**src/rtl/traffic_phase_scheduler.sv**
```systemverilog
// Traffic phase scheduler: round-robin GREEN -> YELLOW -> ALL-RED sequencing over NUM_DIR
// approaches, with empty-approach skipping and queue-driven green extension.
// Optional feature macro: TLC_EMERGENCY_EN adds emergency preemption (EMERG_HOLD state).
module traffic_phase_scheduler #(
    parameter int unsigned NUM_DIR     = 4,
    parameter int unsigned TIMER_W     = 8,
    parameter int unsigned T_MIN_GREEN = 10,
    parameter int unsigned T_MAX_GREEN = 30,
    parameter int unsigned T_YELLOW    = 3,
    parameter int unsigned T_ALLRED    = 2
) (
    input  logic                       clk,
    input  logic                       rst,
    input  logic [NUM_DIR-1:0]         sensor_1th,
    input  logic [NUM_DIR-1:0]         sensor_5th,
    input  logic [NUM_DIR-1:0]         emerg_req,
    output logic [2*NUM_DIR-1:0]       lights,
    output logic [$clog2(NUM_DIR)-1:0] active_dir,
    output logic                       phase_start
);

    localparam int unsigned DirW = $clog2(NUM_DIR);

    localparam logic [TIMER_W-1:0] TMax        = {TIMER_W{1'b1}};
    localparam logic [TIMER_W-1:0] TAllRedLast = TIMER_W'(T_ALLRED - 1);
    localparam logic [TIMER_W-1:0] TMinLast    = TIMER_W'(T_MIN_GREEN - 1);
    localparam logic [TIMER_W-1:0] TMaxLast    = TIMER_W'(T_MAX_GREEN - 1);
    localparam logic [TIMER_W-1:0] TYellowLast = TIMER_W'(T_YELLOW - 1);

    localparam logic [DirW-1:0]      DirLast   = DirW'(NUM_DIR - 1);
    localparam logic [2*NUM_DIR-1:0] LampGreen = (2*NUM_DIR)'(2'b10);
    localparam logic [2*NUM_DIR-1:0] LampYel   = (2*NUM_DIR)'(2'b01);

`ifdef TLC_EMERGENCY_EN
    typedef enum logic [1:0] {StAllRed, StGreen, StYellow, StEmergHold} state_e;
`else
    typedef enum logic [1:0] {StAllRed, StGreen, StYellow} state_e;
`endif

    state_e                 state_q, state_d;
    logic [TIMER_W-1:0]     timer_q, timer_d;
    logic [DirW-1:0]        dir_q, dir_d;
    logic [2*NUM_DIR-1:0]   lights_q, lights_d;
    logic                   phase_start_q, phase_start_d;

    logic [NUM_DIR-1:0]     demand;
    logic                   rr_found;
    logic [DirW-1:0]        rr_pick;
    logic [DirW-1:0]        rr_cand;

`ifdef TLC_EMERGENCY_EN
    logic                   em_found;
    logic [DirW-1:0]        em_pick;
`else
    // Port is kept for drop-in compatibility but has no function in this build.
    logic                   unused_emerg;
    assign unused_emerg = ^emerg_req;
`endif

    // Round-robin search: start after the current owner, current owner checked last.
    always_comb begin
        demand   = sensor_1th | sensor_5th;
        rr_found = 1'b0;
        rr_pick  = dir_q;
        rr_cand  = '0;
        for (int unsigned k = 1; k <= NUM_DIR; k++) begin
            rr_cand = DirW'((32'(dir_q) + k) % NUM_DIR);
            if (!rr_found && demand[rr_cand]) begin
                rr_found = 1'b1;
                rr_pick  = rr_cand;
            end
        end
    end

`ifdef TLC_EMERGENCY_EN
    // Lowest-indexed emergency request wins.
    always_comb begin
        em_found = 1'b0;
        em_pick  = '0;
        for (int unsigned i = 0; i < NUM_DIR; i++) begin
            if (!em_found && emerg_req[DirW'(i)]) begin
                em_found = 1'b1;
                em_pick  = DirW'(i);
            end
        end
    end
`endif

    // Next-state, phase timer and registered-output precomputation.
    always_comb begin
        state_d = state_q;
        dir_d   = dir_q;

        case (state_q)
            StAllRed: begin
                if (timer_q >= TAllRedLast) begin
`ifdef TLC_EMERGENCY_EN
                    if (em_found) begin
                        state_d = StEmergHold;
                        dir_d   = em_pick;
                    end else
`endif
                    if (rr_found) begin
                        state_d = StGreen;
                        dir_d   = rr_pick;
                    end
                end
            end
            StGreen: begin
`ifdef TLC_EMERGENCY_EN
                if (em_found && (em_pick != dir_q)) begin
                    state_d = StYellow;
                end else if (em_found) begin
                    state_d = StEmergHold;
                end else
`endif
                if (((timer_q >= TMinLast) && !sensor_5th[dir_q]) || (timer_q == TMaxLast)) begin
                    state_d = StYellow;
                end
            end
            StYellow: begin
                if (timer_q >= TYellowLast) begin
                    state_d = StAllRed;
                end
            end
`ifdef TLC_EMERGENCY_EN
            StEmergHold: begin
                if (!emerg_req[dir_q]) begin
                    state_d = StYellow;
                end
            end
`endif
            default: state_d = StAllRed;
        endcase

        // Timer restarts on every state change, otherwise counts up and saturates.
        if (state_d != state_q) begin
            timer_d = '0;
        end else if (timer_q != TMax) begin
            timer_d = timer_q + 1'b1;
        end else begin
            timer_d = timer_q;
        end

        // Lamps mirror the state being entered so the registered output matches the state.
        lights_d = '0;
        case (state_d)
            StGreen:     lights_d = LampGreen << {dir_d, 1'b0};
            StYellow:    lights_d = LampYel << {dir_d, 1'b0};
`ifdef TLC_EMERGENCY_EN
            StEmergHold: lights_d = LampGreen << {dir_d, 1'b0};
`endif
            default:     lights_d = '0;
        endcase

        // ALL_RED only ever exits into a green-showing state, so any exit is a phase start.
        phase_start_d = (state_q == StAllRed) && (state_d != StAllRed);
    end

    // State and output registers with synchronous reset.
    always_ff @(posedge clk) begin
        if (rst) begin
            state_q       <= StAllRed;
            timer_q       <= '0;
            dir_q         <= DirLast;
            lights_q      <= '0;
            phase_start_q <= 1'b0;
        end else begin
            state_q       <= state_d;
            timer_q       <= timer_d;
            dir_q         <= dir_d;
            lights_q      <= lights_d;
            phase_start_q <= phase_start_d;
        end
    end

    assign lights      = lights_q;
    assign active_dir  = dir_q;
    assign phase_start = phase_start_q;

endmodule

```
**config.mk**
```make
export PLATFORM = sky130hd
export DESIGN_NAME = traffic_phase_scheduler
export DESIGN_NICKNAME = d
export VERILOG_FILES = /design/src/rtl/traffic_phase_scheduler.sv
export SDC_FILE = /design/constraint.sdc
export NUM_CORES = 1
export LEC_CHECK = 0
export BUFFER_PORTS_ARGS = -buffer_cell sky130_fd_sc_hd__buf_4
export CORE_UTILIZATION = 31
export CTS_BUF_LIST = sky130_fd_sc_hd__clkbuf_8
export DETAILED_ROUTE_END_ITERATION = 10
export SYNTH_ARGS = -nofsm -noshare
export SYNTH_HDL_FRONTEND = slang
export SYNTH_SLANG_ARGS = --single-unit
```
**constraint.sdc**
```tcl
create_clock -name clk -period 5 [get_ports clk]
set_clock_uncertainty 0.05 [all_clocks]
set_input_delay 0.25 -clock clk [delete_from_list [all_inputs] [get_ports clk]]
set_output_delay 0.25 -clock clk [all_outputs]
set_load 0.03 [all_outputs]
```
### Yosys cells after proc, flatten, opt, wreduce, memory -nomap -nowiden

Cells that the tools add are included.

* bitwise gates (word level): 1
* equal/unequal tests: 7
* magnitude comparators: 8
* multiplexer cells: 27
* reductions and logical operators: 13
* shifts and indexed selects: 2
* $add $sub $neg: 5

Operator list (number)
* two-way mux 2 bit: 11
* one-hot mux 8 bit (2 select lines): 1
* less-than comparator 2 x 3 -> 1 bit (second input constant): 5
* binary-select mux 1 bit (select 2 bit): 5
* two-way mux 1 bit: 9
* adder 8 x 1 -> 8 bit (second input constant): 1
* == test 8 x 5 -> 1 bit (second input constant): 1
* >= comparator 8 x 1 -> 1 bit (second input constant): 1
* >= comparator 8 x 2 -> 1 bit (second input constant): 1
* >= comparator 8 x 4 -> 1 bit (second input constant): 1
* inequality test 8 bit (second input constant): 1
* << shifter 1 x 3 -> 8 bit (first input constant): 1
* << shifter 2 x 3 -> 8 bit (first input constant): 1
* one-hot mux 2 bit (3 select lines): 1
* logical AND 1 bit: 5
* adder 2 x 1 -> 2 bit (second input constant): 2
* adder 2 bit (second input constant): 2
* == test 2 x 1 -> 1 bit (second input constant): 2
* == test 2 bit (second input constant): 2
* logical NOT 1 bit: 4
* bitwise OR 4 bit: 1
* logical NOT 2 bit: 1
* inequality test 2 bit: 1
* nonzero test 2 bit: 1
* other kinds (2): 2

* register bits after elaboration: 21

### Longest topological paths before layout

Gate-level depths: netlist of the first run.

* depth in word-level cells: 18
* depth in mapped cells: 11
* gate-level depth less buffers: 11

### Least setup slack after synthesis of the first run

No wires, ideal clock.

* path kind: register to register
* start point: reg dir_q[1], in the netlist active_dir[1]
* end point: reg lights_q[2], in the netlist lights[2]
* data required time: 4.834 ns
* buffers on the path: 1
* data arrival time: 2.517 ns
* slack: 2.317 ns
* clock period less this slack: 2.683 ns
* stages on the path, launching flop included: 10
* setup time: 0.116 ns
* cell sequence: dfxtp_1 -> buf_6 -> mux4_2 -> o21bai_1 -> a21bo_1 -> o21a_4 -> ha_1 -> nand2b_1 -> inv_1 -> and4_1

* longest elaborated chain between the ends: 18
* elaborated cells between the ends (all ways): 43

RTL lines
* from (decl): line 42 `logic [DirW-1:0] dir_q, dir_d;`
* from (signal assigned): line 165 `dir_q <= DirLast;`
* from (signal assigned): line 171 `dir_q <= dir_d;`
* adder 2 x 1 -> 2 bit: line 67 `rr_cand = DirW'((32'(dir_q) + k) % NUM_DIR);`
* binary-select mux 1 bit (select 2 bit): line 68 `if (!rr_found && demand[rr_cand]) begin`
* two-way mux 1 bit (implied by the code): line 68
* two-way mux 1 bit: line 68
* logical NOT 1 bit: line 68
* logical AND 1 bit: line 68
* two-way mux 1 bit: line 68
* logical NOT 1 bit: line 68
* [... 2 more ...]
* logical NOT 1 bit: line 68
* logical AND 1 bit: line 68
* two-way mux 1 bit or two-way mux 2 bit (tied branches): line 68
* two-way mux 2 bit: line 103 `if (rr_found) begin`
* two-way mux 2 bit: line 96 `if (timer_q >= TAllRedLast) begin`
* one-hot mux 2 bit (3 select lines) or two-way mux 2 bit (tied branches): line 94 `case (state_q)`
* == test 2 bit (tied with other cells): line 147 `case (state_d)`
* one-hot mux 8 bit (2 select lines) (*): line 147
* to (signal assigned): line 172 `lights_q <= lights_d;`
* to (decl): line 43 `logic [2*NUM_DIR-1:0] lights_q, lights_d;`

Every way passes the cells marked *; elsewhere a longest branch is shown, timed or not. The select of a mux whose other input is x is not followed.
A chain may end at the register's enable or synchronous reset.

### Worst setup path in the final report of the first run

* start point: reg dir_q[1], in the netlist active_dir[1]
* end point: reg lights_q[1], in the netlist lights[1]

Same word-level chain as after synthesis.

==> flow_summary.yaml, run 1 <==
critical_path:
  critical_path_class: "flip-flop to flip-flop"
  cp.arrival_ns: 2.83
  critPathLaunch: "active_dir[1]"
  cp_num_buf_inv: 0
  cp-start-kind: "flip-flop"
  end_kind: "flip-flop"
  cp_max_fo: 12
  worst_path_dominant_cell_family: "compound AO/OA/AOI/OAI gates"
  reg2reg_from: "active_dir[1]"
  r2r_cells: 7
  cp.depth: 7
  crit_path_max_incr_delay_ns: 0.57
  critPathSlowestCell: "mux4_2"
  crit_required_ns: 5.10
  crit_chain: "mux4_2 -> o21bai_1 -> a21bo_1 -> o21a_4 -> ha_1 -> nand2b_1 -> nor4b_1"
worst_hold_path:
  hold_path_class: "input port to flip-flop"
  min-delay-start: "rst"
  worstHoldPathCells: 2
sta:
  hold_violations: 0
  fmax_mhz: 366
  maxSlewViolCount: 0
  setup_viol: 0
  max-slew-margin-rel_pct: 69.5
  tightest_slew_ns: 0.449
  fin_crit_sh_pct: 54.7
  tns_ns: 0
  min_period_ns: 2.73
  rsz0062_at_grt: "false"
job:
  maxCapViolCount: 0
final_layout:
  finalNetCount: 174
  drive_above_1_share_pct: 23.5
  layoutNonFillerInstCount: 201
  design_area_um2: 1430
  area_delta_synth_final_pct: 19.0
  diodes: 0
  fillers: 401
routing:
  via_count: 1013
  drtPass1Iterations: 4
  drc: 0
  routed_wirelength_um: 2220
  drtAntennaViolNets: 0
  wire_per_inst_um: 11.1
  vias_per_cell: 5.04
  drt-initial-drc-count: 54
cts:
  postCtsSetupRepairBufs: 0
  cts-buffers-inserted: 3
  ctsRootBufferMaster: "clkbuf_8"
  ctsHtreeMaxLevel: 1
  hold_buffers: 0
  cts_tree: "done"
  cts_resized: 0
  clock_sinks: 21
  clkSlewWorstSetupHoldPaths_ns: 0.07
  cts_max_path_buffers: 2
  clk_latency_ns: 0.26
floorplan:
  rows: 22
  design.die.area_um2: 4140
  die_h_um: 64.3
  start_util_pct: 32.7
  ios: 25
  die_w_um: 64.3
  core_um2: 3690
synth:
  ys_types: 49
  async_flop_share_pct: 0
  synth_warnings: 0
  syn-num-nets: 154
  synth_ff_type: "dfxtp_1"
  synthCells: 134
  ys_seq_area_share_pct: 34.9
  synth_area_um2: 1200
  syn_area_per_cell_um2: 8.99
  ys_ff_latch: 21
  synth_edf_count: 0
global_route:
  grt_pass1_wl_um: 4040
  grt_max_degree: 13
  grt_usage_pct: 12.2
  overflow: 0
  antenna_found_initial: 0
  grt_pass1_vias: 953
power_and_ir_drop:
  powerDensity_nw_per_um2: 510
  ir_drop_v: 0.000184
  p_leak_nw: 0.564
placement:
  dpl.hpwl_um: 1790
  portBuffers: 20
  place.gp.congestion: 0.772
  dp_cells: 197
  place_area_um2: 1390
run_status:
  status: "finished clean"
[where the power goes]
group	internal [W]	total (W)	switching [W]	leakage, nW
sequential	0.000202	0.000246	0.0000439	0.171
combinational	0.000165	0.000377	0.000212	0.367
clock	0.0000554	0.000108	0.0000530	0.0255
total	0.000422	0.000731	0.000309	0.564
[cells in the final DEF, fill, tap and decap left out, drive strengths merged, types with 3 or more instances in the layout]
| cell type | count |
|---|---|
| or2 | 3 |
| o21ai | 4 |
| inv | 5 |
| nor2 | 18 |
| nor3 | 9 |
| dfxtp | 21 |
| nor4 | 5 |
| clkbuf | 3 |
| ha | 6 |
| buf | 20 |
| nand2 | 6 |
| a31oi | 3 |
| a21oi | 4 |
| nand4 | 4 |
| nand2b | 5 |
| nand3 | 5 |
[final timing paths]
| check | endpoint | slack [ns] |
|---|---|---|
| max reg2reg | lights[1] | 2.27 |
| max | lights[1] | 2.27 |
| min reg2reg | phase_start | 0.49 |
| min | state_q[0] | 0.15 |
[synthesized netlist by cell type (2+ instances only)]
cell | number | area share [%]
nand2b_1 | 5 | 2.6
a211oi_1 | 2 | 1.2
nor4_1 | 3 | 1.6
dfxtp_1 | 21 | 35
a31oi_1 | 3 | 1.6
nand3_1 | 5 | 2.1
or2_1 | 2 | 1.0
o211a_1 | 2 | 1.7
o21bai_1 | 2 | 1.2
nand4_1 | 4 | 2.1
ha_1 | 6 | 6.2
or3_1 | 2 | 1.0
nor3_1 | 9 | 3.7
nand2_1 | 6 | 1.9
o21ai_0 | 3 | 1.2
clkbuf_1 | 3 | 0.93
nor2_1 | 18 | 5.6
a21oi_1 | 3 | 1.2
inv_1 | 5 | 1.6
[area by class of cell]
class	instances	area [um^2]	area share (%)
timing repair buffer	20	150	10.5
tap	48	60.1	4.19
inverter	5	18.8	1.31
multi-input combinational	103	738	51.5
clock buffer	3	41.3	2.88
clock inverter	1	5.00	0.349
sequential	21	420	29.3
[per-layer routing]
layer	vias to the layer above	part of all wire [%]	track usage (%)
li1	529	-	-
met1	461	44	13.7
met2	20	51	22.8
met3	3	5.3	3.93
met4	0	0.31	1.67
met5	-	0	0
[logic make-up (layout without fill, tap and decap cells)]
kind of cell	count (synthesis)	after routing	synth area share (%)
multiplexers	2	2	3.01
flip-flops	21	21	34.9
AND/OR/NAND/NOR	64	64	30.6
buffers and inverters	10	29	3.84
adder cells (fa/ha/maj)	6	6	6.23
AO/OA/AOI/OAI	28	28	18.6
XOR/XNOR	3	3	2.80
[per-stage QoR]
stage / hold WS [ns] / power, W / worst slack, ns / util [%]
after CTS: 0.148 / 0.000741 / 2.24 / 38.9
after floorplan: 0.428 / 0.000548 / 2.32 / -
final: 0.150 / 0.000731 / 2.27 / 38.9
after global placement: 0.425 / 0.000626 / 2.30 / 37.6
after global routing: 0.143 / 0.000798 / 1.98 / 38.9
after detailed placement: 0.426 / 0.000631 / 2.26 / 37.6
[flip-flops by register name, indices dropped and copies added (netlist names)]
signal	cells
active_dir	2
phase_start	1
lights	8
state_q	2
timer_q	8
Note: power is estimated with default switching activity, not from simulation.
==> run 2: changes to the inputs <==
==> constraint.sdc (replaced) <==
create_clock -name clk -period 2.7 [get_ports clk]
set_clock_uncertainty 0.05 [all_clocks]
set_input_delay 0.135 -clock clk [delete_from_list [all_inputs] [get_ports clk]]
set_output_delay 0.135 -clock clk [all_outputs]
set_load 0.03 [all_outputs]
==> run 2 against run 1 <==
  * Cell count rose by 2.0%
  * Via count rose by 2.9%
  * Maximum frequency rose by 10%
  * Power rose by 92%
  * First-iteration DRC count fell by 43%
  * Sequential power rose by 73%
  * Highest routed layer unchanged
==> flow_summary.yaml, run 2 (same netlist as run 1, synthesis figures left out) <==
critical_path:
  cp.arrival_ns: 2.59
  critPathSlowestCell: "mux4_2"
  reg2reg_from: "active_dir[1]"
  critPathLaunch: "active_dir[1]"
  r2r_end: "lights[2]"
  cp-endpoint: "lights[2]"
  crit_chain: "mux4_2 -> o21bai_1 -> a21bo_1 -> o21a_4 -> ha_1 -> nand2b_2 -> inv_1 -> and4_1"
  r2r_setup_slack_ns: 0.21
  cp-start-kind: "flip-flop"
  end_kind: "flip-flop"
  crit_path_max_incr_delay_ns: 0.55
  cp_max_fo: 7
  r2r_cells: 8
  critical_path_class: "flip-flop to flip-flop"
  crit_required_ns: 2.81
cts:
  cts_tree: "done"
  ctsHtreeMaxLevel: 1
  ctsRootBufferMaster: "clkbuf_8"
  cts_max_path_buffers: 2
  clock_sinks: 21
  hold_buffers: 0
  clk_latency_ns: 0.26
  clkSlewWorstSetupHoldPaths_ns: 0.07
  cts-buffers-inserted: 3
power_and_ir_drop:
  powerDensity_nw_per_um2: 951
  power_w: 0.00140
  ir_drop_v: 0.000308
  p_leak_nw: 0.585
final_layout:
  drive_above_1_share_pct: 27.4
  diodes: 0
  multiInputGateArea_um2: 747
  finalNetCount: 178
  regArea_um2: 422
  final_common_cell: "buf_4"
  area_delta_synth_final_pct: 22.3
  fillers: 402
  design_area_um2: 1470
  final_cell_mix: "24 x buf_4, 20 x dfxtp_1, 18 x nor2_1"
  post-route-util_pct: 40.0
routing:
  drtPass1Iterations: 4
  vias_per_cell: 5.08
  drt-initial-drc-count: 31
  drc: 0
  via_count: 1042
  drtAntennaViolNets: 0
  wire_per_inst_um: 11.5
  routed_wirelength_um: 2350
placement:
  dpl.hpwl_um: 1870
  dpl_worst_slack_ns: 0.0834
  place_area_um2: 1420
  place.gp.congestion: 0.771
  portBuffers: 20
floorplan:
  start_util_pct: 32.7
  rows: 22
  core_um2: 3690
  ios: 25
  design.die.area_um2: 4140
  die_h_um: 64.3
  die_w_um: 64.3
worst_hold_path:
  hold_path_class: "input port to flip-flop"
run_status:
  status: "finished clean"
global_route:
  grt_usage_pct: 12.7
  grt_max_degree: 13
  grt_pass1_vias: 961
  overflow: 0
  antenna_found_initial: 0
  grt_pass1_wl_um: 4140
sta:
  rsz0062_at_grt: "false"
  setup_viol: 0
  max-slew-margin-rel_pct: 68.4
  min_period_ns: 2.49
  maxSlewViolCount: 0
  setup_slack_ns: 0.214
  fmax_mhz: 402
  hold_violations: 0
  fin_crit_sh_pct: 92.1
  tns_ns: 0
  tightest_slew_ns: 0.470
job:
  maxCapViolCount: 0
## run 2: cell types whose count changed in the layout (fill, tap and decap cells not counted), sizes merged
cell / change
buf: +4
## run 2: where the power goes
| group | internal (W) | total (W) | switching (W) |
|---|---|---|---|
| registers | 0.000375 | 0.000426 | 0.0000509 |
| logic | 0.000337 | 0.000774 | 0.000438 |
| clock network | 0.000103 | 0.000202 | 0.0000989 |
| total | 0.000814 | 0.00140 | 0.000588 |
## run 2: layout make-up
cell class	instances	share of cell area [%]
Multi-Input combinational cell	103	50.7
Sequential cell	21	28.6
Tap cell	48	4.07
Clock buffer	3	2.80
Clock inverter	1	0.340
Timing Repair Buffer	24	12.2
Inverter	5	1.27
## run 2: worst max-delay path, delay by kind of cell, from the launching register on
kind / cells / cell delay, ns
compound gates: 3 / 0.65
fa+ha+maj: 1 / 0.31
buf+inv: 1 / 0.06
flops: 1 / 0.42
mux: 1 / 0.55
simple gates: 2 / 0.34
## run 2: timing repair
action,4_1_cts,5_1_grt
buffers inserted,0,0
resized for setup,0,3
endpoints found under the setup margin,0,7
## run 2: through the flow
step | hold slack [ns] | cells
floorplan | 0.350 | 134
global placement | 0.313 | 201
detailed placement | 0.312 | 201
CTS | 0.0324 | 205
global route | 0.0328 | 205
finish | 0.0381 | 205
## run 2: worst min-delay path by stage
stage               start         end  slack (ns)  depth (start not counted)
CTS                   rst  state_q[0]        0.03                          2
finish                rst  state_q[0]        0.04                          2
global route          rst  state_q[0]        0.03                          2
floorplan             rst  state_q[1]        0.35                          2
global placement      rst  state_q[1]        0.31                          2
detailed placement    rst  state_q[1]        0.31                          2
## run 2: routing by layer
metal | part of all wire (%) | track usage [%]
met5 | 0 | 0
met2 | 49 | 22.9
met1 | 45 | 14.6
met4 | 0.68 | 2.50
met3 | 4.6 | 3.75
==> run 3: changes to the inputs <==
--- a/config.mk
+++ b/config.mk
@@ -9,6 +9,7 @@
 export CORE_UTILIZATION = 31
 export CTS_BUF_LIST = sky130_fd_sc_hd__clkbuf_8
 export DETAILED_ROUTE_END_ITERATION = 10
+export GPL_TIMING_DRIVEN = 0
 export SYNTH_ARGS = -nofsm -noshare
 export SYNTH_HDL_FRONTEND = slang
 export SYNTH_SLANG_ARGS = --single-unit
==> constraint.sdc (replaced) <==
create_clock -name clk -period 2.7 [get_ports clk]
set_clock_uncertainty 0.05 [all_clocks]
set_input_delay 0 -clock clk [delete_from_list [all_inputs] [get_ports clk]]
set_output_delay 0 -clock clk [all_outputs]
set_load 0.03 [all_outputs]
==> run 3 against run 2 <==
  * Register-to-register slack worse by 0.07 ns
  * Non-clock buffer count did not move
  * Power rose by 1.4%
  * Final area is 0.42% higher
  * Critical path type unchanged
  * Critical endpoint unchanged
  * Largest cell class unchanged
  * Largest power group unchanged
==> flow_summary.yaml, run 3 (same netlist as run 1, synthesis figures left out) <==
job:
  maxCapViolCount: 0
routing:
  drc: 0
  wire_per_inst_um: 11.4
  drtPass1Iterations: 4
  vias_per_cell: 5.16
  routed_wirelength_um: 2330
  via_count: 1058
  drt-initial-drc-count: 38
  drtAntennaViolNets: 0
critical_path:
  end_kind: "flip-flop"
  critPathSlowestCell: "mux4_2"
  cp-endpoint: "lights[2]"
  r2r_setup_slack_ns: 0.14
  reg2reg_from: "active_dir[1]"
  critPathLaunch: "active_dir[1]"
  crit_required_ns: 2.80
  r2r_end: "lights[2]"
  r2r_cells: 9
  critical_path_class: "flip-flop to flip-flop"
  crit_path_max_incr_delay_ns: 0.52
  cp_max_fo: 10
  cp.arrival_ns: 2.66
  crit_chain: "buf_6 -> mux4_2 -> o21bai_1 -> a21bo_1 -> o21a_4 -> ha_1 -> nand2b_4 -> inv_1 -> and4_1"
  cp-start-kind: "flip-flop"
sta:
  min_period_ns: 2.56
  fmax_mhz: 391
  fin_crit_sh_pct: 94.7
  hold_violations: 0
  max-slew-margin-rel_pct: 65.6
  maxSlewViolCount: 0
  tightest_slew_ns: 0.511
  setup_viol: 0
cts:
  ctsRootBufferMaster: "clkbuf_8"
  clock_sinks: 21
  cts-buffers-inserted: 3
  clkSlewWorstSetupHoldPaths_ns: 0.07
  cts_max_path_buffers: 2
  cts_tree: "done"
  postCtsSetupRepairBufs: 0
  ctsHtreeMaxLevel: 1
  cts_resized: 0
  clk_latency_ns: 0.26
  hold_buffers: 0
power_and_ir_drop:
  p_leak_nw: 0.580
  powerDensity_nw_per_um2: 961
  ir_drop_v: 0.000398
global_route:
  antenna_found_initial: 0
  grt_usage_pct: 12.2
  grt_pass1_wl_um: 4020
  grt_max_degree: 13
  grt_pass1_vias: 912
  overflow: 0
placement:
  portBuffers: 19
  dpl.hpwl_um: 1860
  place.gp.congestion: 0.789
  dp_cells: 201
worst_hold_path:
  min-delay-start: "rst"
  hold_path_class: "input port to flip-flop"
final_layout:
  final_common_cell: "dfxtp_1"
  final_cell_mix: "21 x dfxtp_1, 19 x buf_4, 18 x nor2_1"
  finalNetCount: 178
  diodes: 0
  layoutNonFillerInstCount: 205
  area_delta_synth_final_pct: 22.8
  fillers: 389
  drive_above_1_share_pct: 26.1
  post-route-util_pct: 40.1
floorplan:
  core_um2: 3690
  start_util_pct: 32.7
  design.die.area_um2: 4140
  rows: 22
  die_h_um: 64.3
  ios: 25
  die_w_um: 64.3
run_status:
  status: "finished clean"
run 3: where the power goes:
group          switching, W  total, W  internal (W)
clock             0.0000992  0.000202      0.000103
sequential        0.0000505  0.000424      0.000373
combinational      0.000452  0.000796      0.000344
total              0.000602   0.00142      0.000820
run 3: area by class of cell:
type                       instances  area, um^2  share of cell area, %
multi-input combinational        103         764                   51.6
sequential                        21         420                   28.4
timing repair buffer              19         143                   9.64
tap                               48        60.1                   4.06
clock buffer                       3        41.3                   2.79
buffer                             5        27.5                   1.86
inverter                           5        18.8                   1.27
clock inverter                     1        5.00                  0.338
run 3: metrics by stage:
step                      power (W)  setup slack (ns)  setup TNS (ns)  hold WS, ns  cell area [um^2]
after floorplan             0.00102            0.0170               0        0.215              1200
after global placement      0.00118            0.0815               0        0.274              1410
after detailed placement    0.00119            0.0660               0        0.284              1410
after CTS                   0.00140            0.0435               0      0.00380              1450
after global routing        0.00154         -0.000634       -0.000634       0.0273              1480
final                       0.00142             0.142               0       0.0113              1480
run 3: layer usage:
| layer | wire [um] | GRT usage (%) |
|---|---|---|
| met4 | 0 | 2.50 |
| met3 | 94 | 3.21 |
| met2 | 1160 | 22.4 |
| met1 | 1080 | 14.1 |
| met5 | 0 | 0 |
run 3: how the worst min path moves through the flow:
| stage | to | slack [ns] | depth (start not counted) |
|---|---|---|---|
| final | state_q[0] | 0.01 | 2 |
| after global routing | state_q[0] | 0.03 | 2 |
| after CTS | state_q[0] | 0.004 | 2 |
| after detailed placement | state_q[0] | 0.28 | 2 |
| after global placement | state_q[1] | 0.27 | 2 |
| after floorplan | state_q[1] | 0.22 | 2 |
run 3: worst max-delay path, delay by kind of cell, from the launching register on:
kind | cells | cell delay (ns)
AO/OA/AOI/OAI | 3 | 0.65
adder cells (fa/ha/maj) | 1 | 0.33
buffers and inverters | 2 | 0.22
flip-flops | 1 | 0.38
multiplexers | 1 | 0.52
AND/OR/NAND/NOR | 2 | 0.31
